--- config.mk ---
export PLATFORM = sky130hd
export DESIGN_NAME = clb_config_loader
export DESIGN_NICKNAME = d
export VERILOG_FILES = /design/src/rtl/clb_config_loader.sv
export SDC_FILE = /design/constraint.sdc
export NUM_CORES = 1
export LEC_CHECK = 0
export BUFFER_PORTS_ARGS = -buffer_cell sky130_fd_sc_hd__buf_2
export CAP_MARGIN = 20
export CORE_MARGIN = 4
export CORE_UTILIZATION = 55
export DETAILED_ROUTE_END_ITERATION = 6
export PLACE_DENSITY = 0.82
export SKIP_CTS_REPAIR_TIMING = 1
export SYNTH_ARGS = -nofsm -noshare
export SYNTH_HDL_FRONTEND = slang
export SYNTH_SLANG_ARGS = --single-unit
--- constraint.sdc ---
create_clock -name clk -period 2.3 [get_ports clk]
set_clock_uncertainty 0.1 [all_clocks]
set_input_delay 0.46 -clock clk [delete_from_list [all_inputs] [get_ports clk]]
set_output_delay 0.46 -clock clk [all_outputs]
set_load 0.05 [all_outputs]
--- src/rtl/clb_config_loader.sv ---
// Column configuration sequencer: takes host words over valid/ready, shifts them
// LSB-first into the CLB tile chain, then strobes set so every tile commits together.
module clb_config_loader #(
  parameter int CHAIN_LEN  = 1024,
  parameter int WORD_W     = 32,
  parameter int SET_CYCLES = 1,
  localparam int BL_W      = $clog2(CHAIN_LEN + 1)
) (
  input  logic              clk,
  input  logic              rst,
  input  logic              start,
  input  logic [WORD_W-1:0] cfg_data,
  input  logic              cfg_valid,
  output logic              cfg_ready,
  output logic              cen,
  output logic              shift_out,
  output logic              set_out,
  output logic              busy,
  output logic              done,
  output logic [BL_W-1:0]   bits_left
);

  localparam int WC_W = $clog2(WORD_W + 1);
  localparam int SC_W = $clog2(SET_CYCLES + 1);

  typedef enum logic [2:0] {
    S_IDLE,
    S_FETCH,
    S_SHIFT,
    S_SET,
    S_DONE
  } state_t;

  state_t            state;
  logic [WORD_W-1:0] shreg;
  logic [WC_W-1:0]   word_cnt;
  logic [SC_W-1:0]   set_cnt;
  logic [31:0]       bits_left_ext;
  logic [31:0]       word_take;

  // The last word of the chain may be partial: only min(WORD_W, bits_left) bits go out.
  always_comb begin
    bits_left_ext = 32'(bits_left);
    word_take     = (bits_left_ext >= 32'(WORD_W)) ? 32'(WORD_W) : bits_left_ext;
  end

  // shift_out is presented one cycle ahead of the chain edge that captures it, so
  // the current bit lives in shift_out and shreg holds only the bits still to come.
  always_ff @(posedge clk or posedge rst) begin
    if (rst) begin
      state     <= S_IDLE;
      shreg     <= '0;
      word_cnt  <= '0;
      set_cnt   <= '0;
      bits_left <= '0;
      cfg_ready <= 1'b0;
      cen       <= 1'b0;
      shift_out <= 1'b0;
      set_out   <= 1'b0;
      busy      <= 1'b0;
      done      <= 1'b0;
    end else begin
      case (state)
        S_IDLE: begin
          if (start) begin
            state     <= S_FETCH;
            bits_left <= BL_W'(CHAIN_LEN);
            busy      <= 1'b1;
            cfg_ready <= 1'b1;
          end
        end

        S_FETCH: begin
          if (cfg_valid && cfg_ready) begin
            state     <= S_SHIFT;
            shreg     <= cfg_data >> 1;
            shift_out <= cfg_data[0];
            word_cnt  <= WC_W'(word_take);
            cen       <= 1'b1;
            cfg_ready <= 1'b0;
          end
        end

        S_SHIFT: begin
          bits_left <= bits_left - BL_W'(1);
          word_cnt  <= word_cnt - WC_W'(1);
          if (word_cnt == WC_W'(1)) begin
            cen       <= 1'b0;
            shift_out <= 1'b0;
            shreg     <= '0;
            if (bits_left == BL_W'(1)) begin
              state   <= S_SET;
              set_out <= 1'b1;
              set_cnt <= SC_W'(SET_CYCLES);
            end else begin
              state     <= S_FETCH;
              cfg_ready <= 1'b1;
            end
          end else begin
            shift_out <= shreg[0];
            shreg     <= shreg >> 1;
          end
        end

        S_SET: begin
          set_cnt <= set_cnt - SC_W'(1);
          if (set_cnt == SC_W'(1)) begin
            state   <= S_DONE;
            set_out <= 1'b0;
            done    <= 1'b1;
          end
        end

        S_DONE: begin
          state <= S_IDLE;
          done  <= 1'b0;
          busy  <= 1'b0;
        end

        default: begin
          state     <= S_IDLE;
          cfg_ready <= 1'b0;
          cen       <= 1'b0;
          shift_out <= 1'b0;
          set_out   <= 1'b0;
          busy      <= 1'b0;
          done      <= 1'b0;
        end
      endcase
    end
  end

endmodule

==> impl_metrics.env <==
export IMPL_outcome="finished, final reports clean"
export IMPL_start_util=0.570
export IMPL_cts_clk_slew_worst_paths_ns=0.07
export IMPL_powerDensity_nw_per_um2=1540
export IMPL_power_total_mw=5.40
export IMPL_hold_viol=0
export IMPL_clock_latency_ns=0.34
export IMPL_stdcell_count=458
export IMPL_end_kind="flop"
export IMPL_fin_util=0.686
export IMPL_detailed_place_hpwl_microns=4510
export IMPL_dieArea_sq_um=6520
export IMPL_grt_pass1_wl_microns=11300
export IMPL_gp_congestion=0.827
export IMPL_nFillCells=419
export IMPL_drv_slew=0
export IMPL_reg2reg_depth=4
export IMPL_coreArea_sq_um=5110
export IMPL_min_period_ns=1.98
export IMPL_yosysUniqueCellTypes=46
export IMPL_ys_seq_area_frac=0.498
export IMPL_synth_async_reset_ratio=1.00
export IMPL_register_area_sq_um=1450
export IMPL_syn_area_per_cell_sq_um=8.80
export IMPL_yosys_warnings=0
export IMPL_setup_viol=0
export IMPL_cts_max_level=3
export IMPL_syn_area_sq_um=2910
export IMPL_chipHeight_microns=80.8
export IMPL_final_cell_mix="58 x dfrtp_1, 52 x buf_2, 45 x nand2_1"
export IMPL_cp_max_fo=9
export IMPL_io_pins=53
export IMPL_worst_slew_pin_slew_ns=0.492
export IMPL_timing_setup_tns_ns=0
export IMPL_startpoint_type="flop"
export IMPL_first_global_vias=2503
export IMPL_nNetsFinal=424
export IMPL_drc_errors=0
export IMPL_numCtsBuffers=9
export IMPL_drt_iter0_drc=240
export IMPL_clkSinkCount=58
export IMPL_fmaxAchievable_mhz=506
export IMPL_ir_drop_v=0.000918
export IMPL_final_antenna_net_count=0
export IMPL_final_common_cell="dfrtp_1"
export IMPL_cts_buffer_depth=2
export IMPL_synth_seq_cells=58
export IMPL_wl_per_cell_microns=14.6
export IMPL_root_buffer="clkbuf_8"
export IMPL_cp_arrival_ns=2.09
export IMPL_cts_tree="built"
export IMPL_syn_nets=372
export IMPL_syn_inst=331
export IMPL_num_rows=26
export IMPL_synth_edff_count=0
export IMPL_period_share=0.860
export IMPL_worstSetupPathType="reg2reg"
export IMPL_viasPerCell=5.78
export IMPL_drive_gt1_frac=0.219
export IMPL_place_inst=442
export IMPL_hp_class="in2async"
export IMPL_antenna_found_initial=0
export IMPL_multi_input_area_sq_um=1340
export IMPL_finalWirelength_microns=6690
export IMPL_n_antenna_cell=0
export IMPL_first_pass_iters=4
export IMPL_syn2layout_area_growth_pct=20.3
export IMPL_relSlewSlack=0.670
export IMPL_rsz0062_at_grt="false"
export IMPL_port_buffers=52
export IMPL_required_ns=2.42
export IMPL_leakagePower_nw=1.58
export IMPL_die_x_microns=80.8
export IMPL_grt_use_total=0.223
export IMPL_gr_total_overflow=0
export IMPL_vias=2645
export IMPL_grt_max_degree=62
export IMPL_maxCapViolCount=0
export IMPL_synth_ff_type="dfrtp_1"
-- final timing paths --
check / start / endpoint / slack (ns)
worst max-delay path: bits_left[5] / word_cnt[5] / 0.32
worst min-delay path: rst / shreg[27] / 0.07
worst max register to register: bits_left[5] / word_cnt[5] / 0.32
worst min register to register: done / done / 0.40
max in group asynchronous: rst / shreg[12] / 1.76
min in group clk: cfg_data[31] / shreg[30] / 0.26
-- report_power, final --
group | internal, mW | switching [mW]
clock network | 0.636 | 0.404
registers | 1.48 | 0.396
logic | 0.873 | 1.61
total | 2.99 | 2.41
-- per-stage QoR --
stage	setup slack (ns)	hold WS [ns]	cell area, sq um
6_report	0.323	0.0674	3500
4_1_cts	0.350	0.0825	3500
2_1_floorplan	0.297	0.382	2910
3_5_place_dp	0.375	0.391	3280
3_3_place_gp	0.414	0.375	3280
5_1_grt	0.214	0.106	3500
-- state kept, by name, summed over array words and instances (netlist names) --
signal	cells
shreg	31
bits_left	11
word_cnt	6
state	3
busy	1
cen	1
cfg_ready	1
done	1
set_cnt	1
set_out	1
shift_out	1
-- synthesized netlist by cell type (all sizes together) (4+ instances only) --
| library cell | n | share of area |
|---|---|---|
| o21ai | 14 | 0.025 |
| nand3 | 38 | 0.065 |
| a21oi | 10 | 0.017 |
| ha | 5 | 0.021 |
| buf | 12 | 0.023 |
| nand4 | 4 | 0.0086 |
| o211ai | 4 | 0.010 |
| inv | 7 | 0.0090 |
| dfrtp | 58 | 0.50 |
| nor3 | 6 | 0.012 |
| a31oi | 32 | 0.069 |
| nand2 | 45 | 0.058 |
| nor2 | 43 | 0.055 |
| clkbuf | 12 | 0.015 |
-- per-layer routing --
layer	global-route usage	part of all wire
met1	0.297	0.46
met2	0.361	0.48
met3	0.0455	0.051
met4	0.0878	0.011
met5	0	0
-- worst max-delay path, cell delays in order (launching register included) --
cell	delay (ns)
dfrtp_1	0.45
or4_1	0.61
nor3_2	0.29
o32ai_1	0.16
a22o_1	0.26
-- cell type report --
cell class,count,area share
Sequential cell,58,0.414
Multi-Input combinational cell,242,0.381
Timing Repair Buffer,65,0.109
Clock buffer,11,0.0404
Tap cell,70,0.0250
Clock inverter,5,0.0221
Inverter,7,0.00750
-- cells by family after synthesis --
| group | count (synthesis) | synth area share |
|---|---|---|
| AND/OR/NAND/NOR | 155 | 0.247 |
| adder cells (fa/ha/maj) | 5 | 0.0215 |
| AO/OA/AOI/OAI | 80 | 0.179 |
| multiplexers | 2 | 0.00688 |
| buffers and inverters | 31 | 0.0473 |
| flip-flops | 58 | 0.498 |
(Power assumes the default switching activity.)
